### src/rtl/move_controller_if.sv
// Bundles the button inputs, game state and board outputs of move_controller.
`timescale 1ns/1ps
interface move_controller_if;
  logic       btnu_mc;
  logic       btnd_mc;
  logic       btnl_mc;
  logic       btnr_mc;
  logic       btnc_mc;
  logic [2:0] gameState_mc;
  logic [0:8] p1Grid_mc;
  logic [0:8] p2Grid_mc;
  logic [3:0] cursor_mc;
  logic       turnToggle_mc;
  logic       occupied_mc;
  logic       locked_mc;

  // Drives buttons and game state, observes the board.
  modport master (
    output btnu_mc, btnd_mc, btnl_mc, btnr_mc, btnc_mc, gameState_mc,
    input  p1Grid_mc, p2Grid_mc, cursor_mc, turnToggle_mc, occupied_mc, locked_mc
  );

  // The controller side.
  modport slave (
    input  btnu_mc, btnd_mc, btnl_mc, btnr_mc, btnc_mc, gameState_mc,
    output p1Grid_mc, p2Grid_mc, cursor_mc, turnToggle_mc, occupied_mc, locked_mc
  );
endinterface

### src/rtl/move_controller.sv
// Turns raw board buttons into cursor moves and piece placements, owns both
// occupancy grids and sequences the turn-change pulse after each placement.
`timescale 1ns/1ps
module move_controller #(
  parameter logic [15:0] DEBOUNCE_CYCLES = 16'd50000,
  parameter logic [3:0]  SETTLE_CYCLES   = 4'd2
) (
  input logic              clk_mc,
  input logic              rst_n_mc,
  move_controller_if.slave bus
);

  localparam logic [1:0] StReady  = 2'd0;
  localparam logic [1:0] StSettle = 2'd1;
  localparam logic [1:0] StToggle = 2'd2;
  localparam logic [1:0] StLocked = 2'd3;

  // Button bit order: [4]=c, [3]=u, [2]=d, [1]=l, [0]=r.
  logic [4:0]  btn_raw;
  logic [4:0]  sync1_q, sync2_q;
  logic [4:0]  stable_q, stable_prev_q;
  logic [15:0] deb_cnt_q [5];
  logic [4:0]  press;

  logic [1:0]  state_q, state_d;
  logic [3:0]  settle_q, settle_d;
  logic [3:0]  cursor_q, cursor_d;
  logic [0:8]  p1_q, p1_d;
  logic [0:8]  p2_q, p2_d;
  logic        occ_q, occ_d;
  logic        game_over;
  logic        cell_free;

  assign btn_raw = {bus.btnc_mc, bus.btnu_mc, bus.btnd_mc, bus.btnl_mc, bus.btnr_mc};

  // Synchronize each button and accept a level only after it has held long enough.
  always_ff @(posedge clk_mc or negedge rst_n_mc) begin
    if (!rst_n_mc) begin
      sync1_q       <= '0;
      sync2_q       <= '0;
      stable_q      <= '0;
      stable_prev_q <= '0;
      for (int i = 0; i < 5; i++) deb_cnt_q[i] <= '0;
    end else begin
      sync1_q       <= btn_raw;
      sync2_q       <= sync1_q;
      stable_prev_q <= stable_q;
      for (int i = 0; i < 5; i++) begin
        if (sync2_q[i] == stable_q[i]) begin
          deb_cnt_q[i] <= '0;
        end else if (deb_cnt_q[i] == DEBOUNCE_CYCLES - 16'd1) begin
          stable_q[i]  <= ~stable_q[i];
          deb_cnt_q[i] <= '0;
        end else begin
          deb_cnt_q[i] <= deb_cnt_q[i] + 16'd1;
        end
      end
    end
  end

  // Only rising edges of the accepted level count as presses.
  assign press = stable_q & ~stable_prev_q;

  assign game_over = (bus.gameState_mc >= 3'd2);
  assign cell_free = ~(p1_q[cursor_q] | p2_q[cursor_q]);

  function automatic logic [3:0] move_up(input logic [3:0] c);
    return (c < 4'd3) ? c + 4'd6 : c - 4'd3;
  endfunction

  function automatic logic [3:0] move_down(input logic [3:0] c);
    return (c > 4'd5) ? c - 4'd6 : c + 4'd3;
  endfunction

  function automatic logic [3:0] move_left(input logic [3:0] c);
    return ((c % 4'd3) == 4'd0) ? c + 4'd2 : c - 4'd1;
  endfunction

  function automatic logic [3:0] move_right(input logic [3:0] c);
    return ((c % 4'd3) == 4'd2) ? c - 4'd2 : c + 4'd1;
  endfunction

  // Next-state logic: one action per cycle, center has the highest priority.
  always_comb begin
    state_d  = state_q;
    settle_d = settle_q;
    cursor_d = cursor_q;
    p1_d     = p1_q;
    p2_d     = p2_q;
    occ_d    = 1'b0;
    case (state_q)
      StReady: begin
        if (game_over) begin
          state_d = StLocked;
        end else if (press[4]) begin
          if (cell_free) begin
            if (bus.gameState_mc == 3'd0) p1_d[cursor_q] = 1'b1;
            else                          p2_d[cursor_q] = 1'b1;
            settle_d = SETTLE_CYCLES;
            state_d  = StSettle;
          end else begin
            occ_d = 1'b1;
          end
        end else if (press[3]) begin
          cursor_d = move_up(cursor_q);
        end else if (press[2]) begin
          cursor_d = move_down(cursor_q);
        end else if (press[1]) begin
          cursor_d = move_left(cursor_q);
        end else if (press[0]) begin
          cursor_d = move_right(cursor_q);
        end
      end
      // Give gameStatus time to judge the new grid before the turn flips.
      StSettle: begin
        if (settle_q == 4'd0) state_d = game_over ? StLocked : StToggle;
        else                  settle_d = settle_q - 4'd1;
      end
      StToggle: state_d = StReady;
      StLocked: state_d = StLocked;
      default:  state_d = StReady;
    endcase
  end

  // Board and FSM state registers.
  always_ff @(posedge clk_mc or negedge rst_n_mc) begin
    if (!rst_n_mc) begin
      state_q  <= StReady;
      settle_q <= '0;
      cursor_q <= 4'd4;
      p1_q     <= '0;
      p2_q     <= '0;
      occ_q    <= 1'b0;
    end else begin
      state_q  <= state_d;
      settle_q <= settle_d;
      cursor_q <= cursor_d;
      p1_q     <= p1_d;
      p2_q     <= p2_d;
      occ_q    <= occ_d;
    end
  end

  assign bus.p1Grid_mc     = p1_q;
  assign bus.p2Grid_mc     = p2_q;
  assign bus.cursor_mc     = cursor_q;
  assign bus.turnToggle_mc = (state_q == StToggle);
  assign bus.occupied_mc   = occ_q;
  assign bus.locked_mc     = (state_q == StLocked);

endmodule
### src/flat_wrapper.sv
// flat-port wrapper written by rule: the top's interface ports become plain ports
module move_controller_flat 
#(
  parameter logic [15:0] DEBOUNCE_CYCLES = 16'd50000,
  parameter logic [3:0]  SETTLE_CYCLES   = 4'd2
)
  (clk_mc, rst_n_mc, bus_btnu_mc, bus_btnd_mc, bus_btnl_mc, bus_btnr_mc, bus_btnc_mc, bus_gameState_mc, bus_p1Grid_mc, bus_p2Grid_mc, bus_cursor_mc, bus_turnToggle_mc, bus_occupied_mc, bus_locked_mc);
  move_controller_if bus_i ();
  input logic clk_mc;
  input logic rst_n_mc;
  input wire logic [$bits(bus_i.btnu_mc)-1:0] bus_btnu_mc;
  input wire logic [$bits(bus_i.btnd_mc)-1:0] bus_btnd_mc;
  input wire logic [$bits(bus_i.btnl_mc)-1:0] bus_btnl_mc;
  input wire logic [$bits(bus_i.btnr_mc)-1:0] bus_btnr_mc;
  input wire logic [$bits(bus_i.btnc_mc)-1:0] bus_btnc_mc;
  input wire logic [$bits(bus_i.gameState_mc)-1:0] bus_gameState_mc;
  output wire logic [$bits(bus_i.p1Grid_mc)-1:0] bus_p1Grid_mc;
  output wire logic [$bits(bus_i.p2Grid_mc)-1:0] bus_p2Grid_mc;
  output wire logic [$bits(bus_i.cursor_mc)-1:0] bus_cursor_mc;
  output wire logic [$bits(bus_i.turnToggle_mc)-1:0] bus_turnToggle_mc;
  output wire logic [$bits(bus_i.occupied_mc)-1:0] bus_occupied_mc;
  output wire logic [$bits(bus_i.locked_mc)-1:0] bus_locked_mc;
  assign bus_i.btnu_mc = bus_btnu_mc;
  assign bus_i.btnd_mc = bus_btnd_mc;
  assign bus_i.btnl_mc = bus_btnl_mc;
  assign bus_i.btnr_mc = bus_btnr_mc;
  assign bus_i.btnc_mc = bus_btnc_mc;
  assign bus_i.gameState_mc = bus_gameState_mc;
  assign bus_p1Grid_mc = bus_i.p1Grid_mc;
  assign bus_p2Grid_mc = bus_i.p2Grid_mc;
  assign bus_cursor_mc = bus_i.cursor_mc;
  assign bus_turnToggle_mc = bus_i.turnToggle_mc;
  assign bus_occupied_mc = bus_i.occupied_mc;
  assign bus_locked_mc = bus_i.locked_mc;
  move_controller #(.DEBOUNCE_CYCLES(DEBOUNCE_CYCLES), .SETTLE_CYCLES(SETTLE_CYCLES)) u_core (.clk_mc(clk_mc), .rst_n_mc(rst_n_mc), .bus(bus_i));
endmodule
### config.mk
export PLATFORM = sky130hd
export DESIGN_NAME = move_controller_flat
export DESIGN_NICKNAME = d
export VERILOG_FILES = /design/src/rtl/move_controller_if.sv /design/src/rtl/move_controller.sv /design/src/flat_wrapper.sv
export SDC_FILE = /design/constraint.sdc
export NUM_CORES = 1
export LEC_CHECK = 0
export CELL_PAD_IN_SITES_DETAIL_PLACEMENT = 0
export CELL_PAD_IN_SITES_GLOBAL_PLACEMENT = 2
export CORE_ASPECT_RATIO = 0.75
export CORE_MARGIN = 3
export CORE_UTILIZATION = 42
export CTS_CLUSTER_DIAMETER = 80
export DETAILED_ROUTE_END_ITERATION = 16
export PLACE_DENSITY_LB_ADDON = 0.25
export SLEW_MARGIN = 20
export SYNTH_ARGS = -nofsm -noshare
export SYNTH_HDL_FRONTEND = slang
export SYNTH_SLANG_ARGS = --single-unit
### constraint.sdc
create_clock -name clk_mc -period 8.5 [get_ports clk_mc]
set_input_delay 2.55 -clock clk_mc [delete_from_list [all_inputs] [get_ports clk_mc]]
set_output_delay 2.55 -clock clk_mc [all_outputs]
set_load 0.005 [all_outputs]
==> metrics.cfg <==
[run_status]
outcome=complete, no violations

[power]
p_int_mw=1.09
power_switching_mw=0.338
p_comb_share_pct=7.0
p_leak_nw=3.48
switching_share_pct=23.7
powerDensity_nw_per_um2=190
seqPwrFrac_pct=46.3
power.share.clock_pct=46.7
vdd_drop_max_mv=0.140

[clock_network]
cts_resized=0
htree_levels=4
cts_tree=done
clk_latency_ns=0.41
cts_hold_buffers=0
clock-sinks=129
cts_made_buffers=17
cts.path.max_buffers=2
cts_setup_buffers=0
clock-root-buffer=clkbuf_16
clk_pin_slew_ns=0.06

[routing]
wl_per_cell_um=14.6
via_per_inst=5.22
drc=0
firstDrtPassIters=4
postRouteAntennaNets=0
vias=4732
drtIter0Drc=296
wirelength_um=13300

[worst_hold_path]
hold_path_class=reg2reg

[timing]
rsz0062_at_grt=false
period_minus_slack_ns=4.47
slew_violations=0
clock_skew_ns=0.00563
timing.hold.ws_ns=0.346
fin_crit_sh_pct=52.6
setup_violations=0
setup_tns_ns=0
slew_headroom_pct=35.5
hold_viol_final=0
fmax_mhz=224
tightest_slew_ns=0.968

[die]
core_um2=14700
initial_core_util_pct=43.6
rows=38
fp.dieH_um=113
ios=35
die_x_um=149
dieArea_um2=16800

[global_routing]
grt_start_max_net_pins=79
grt_pass1_vias=4741
antenna_found_initial=0
grt-ovfl-total=0
grt_usage_pct=17.2
grt_pass1_wl_um=23500

[final_layout]
final_cell_mix=dfrtp_1, nor2_1, nand2_1
drive_gt1_share_pct=7.07
fillers=1342
final_cell_count_no_fill=907
nets=723
final_util_pct=50.9
layout_commonest_cell=dfrtp_1
syn_to_final_growth_pct=16.8
antenna_cells=0

[setup_path]
cp-start-kind=input port
worstPathRequired_ns=8.78
worst-setup-path-type=in2reg
end_kind=register
crit_path_frequent_cell=o21ai_0
cp_slowest_cell=nor4_1
path_cells=clkdlybuf4s50_1 > nor4_1 > o21ai_0 > a31o_2 > a221oi_1 > o21ai_0 > xnor2_1
slowest_delay_ns=0.48
arrival_ns=4.76
cp_max_fo=6

[place]
portBuffers=34
gp_congestion=0.811
dp_cells=875
hpwl_um=9020

[synth]
syn_inst=657
ys_ff_latch=129
syn_area_um2=6410
yosys_most_used_dff=dfrtp_1
synth_edf_count=0
yosys_warnings=0
synth-seq-area-share_pct=50.4
ys_types=50
synth_nets=686
asyncSetResetFlopFracSynth_pct=100
avgSynthCellArea_um2=9.75

[run]
max-cap-violations=0

-- sequential cells by signal, summed over array words and instances, names as in the netlist, 2 cells and up --
name,flops
u_core.state_q,2
u_core.stable_prev_q,5
u_core.bus.cursor_mc,4
u_core.settle_q,4
u_core.sync2_q,5
u_core.sync1_q,5
u_core.bus.p2Grid_mc,9
u_core.stable_q,5
u_core.bus.p1Grid_mc,9
u_core.deb_cnt_q,80
-- worst max-delay path, delay by kind of cell --
| kind | cells | cell delay (ns) |
|---|---|---|
| compound gates | 4 | 1.16 |
| simple gates | 1 | 0.48 |
| buf+inv | 1 | 0.41 |
| xor+xnor | 1 | 0.15 |
-- area by class of cell --
class	instances	area [um2]	share of cell area, %
Timing Repair Buffer	36	353	4.72
Tap cell	200	250	3.35
Clock inverter	12	91.3	1.22
Multi-Input combinational cell	495	3050	40.8
Sequential cell	129	3230	43.2
Clock buffer	20	447	5.97
Inverter	15	56.3	0.753
-- per-layer routing --
| metal | part of all wire (%) | global-route usage (%) | up-vias |
|---|---|---|---|
| li1 | - | - | 2326 |
| met2 | 42 | 24.2 | 82 |
| met5 | 0 | 0 | - |
| met3 | 3.8 | 4.28 | 11 |
| met4 | 0.93 | 4.80 | 0 |
| met1 | 54 | 26.4 | 2313 |
-- cell usage after synthesis (all sizes together), types with 3 or more instances --
cell type / number / area share, %
ha: 19 / 3.7
mux2: 8 / 1.5
nor2b: 9 / 0.88
nand3b: 3 / 0.35
o21ai: 17 / 1.4
and2: 3 / 0.29
nand2: 54 / 3.2
inv: 15 / 0.88
clkbuf: 18 / 1.1
or3: 6 / 0.59
or2: 4 / 0.39
nor4: 3 / 0.39
xor2: 44 / 6.0
a21oi: 23 / 1.8
and3: 27 / 2.6
nand4: 15 / 1.5
nor4b: 6 / 0.82
xnor2: 35 / 4.8
mux2i: 5 / 0.78
nor2: 114 / 6.7
nand3: 23 / 1.8
a21o: 18 / 2.1
nor3: 24 / 1.9
nand2b: 6 / 0.59
dfrtp: 128 / 50
-- logic make-up (layout without fill, tap and decap cells) --
| kind of cell | after synthesis | in the layout | share of synthesized area [%] |
|---|---|---|---|
| buffers and inverters | 33 | 83 | 1.93 |
| and+or+nand+nor | 300 | 300 | 22.3 |
| AOI/OAI and AO/OA | 84 | 84 | 8.61 |
| adders and majority gates | 19 | 19 | 3.71 |
| xor gates and xnor gates | 79 | 79 | 10.8 |
| DFF | 129 | 129 | 50.4 |
| muxes | 13 | 13 | 2.25 |
-- stage by stage --
stage | setup slack, ns | cell area (um2) | power, mW
5_1_grt | 3.70 | 7480 | 1.49
4_1_cts | 4.06 | 7480 | 1.44
3_5_place_dp | 3.64 | 6940 | 0.773
6_report | 4.03 | 7480 | 1.43
3_3_place_gp | 3.66 | 6940 | 0.768
2_1_floorplan | 4.38 | 6410 | 0.731
-- path summary, 6_finish.rpt --
| kind | startpoint | to | slack (ns) | depth (start not counted) |
|---|---|---|---|---|
| setup / recovery | bus_gameState_mc[2] | u_core.bus.cursor_mc[0] | 4.03 | 7 |
| hold / removal | u_core.sync1_q[3] | u_core.sync2_q[3] | 0.35 | 0 |
| setup reg to reg | u_core.bus.cursor_mc[1] | u_core.bus.cursor_mc[3] | 4.38 | 14 |
| hold reg to reg | u_core.sync1_q[3] | u_core.sync2_q[3] | 0.35 | 0 |
| max in group asynchronous | rst_n_mc | u_core.sync2_q[0] | 4.90 | 2 |
| min in group asynchronous | rst_n_mc | u_core.deb_cnt_q[79] | 2.18 | 1 |
-- power by group through the flow --
stage,clock (mW),sequential (mW),combinational [mW]
global placement,0,0.669,0.0991
CTS,0.679,0.660,0.103
finish,0.665,0.660,0.100
detailed placement,0,0.670,0.103
global route,0.713,0.665,0.116
floorplan,0,0.657,0.0739
(Power assumes the default switching activity.)
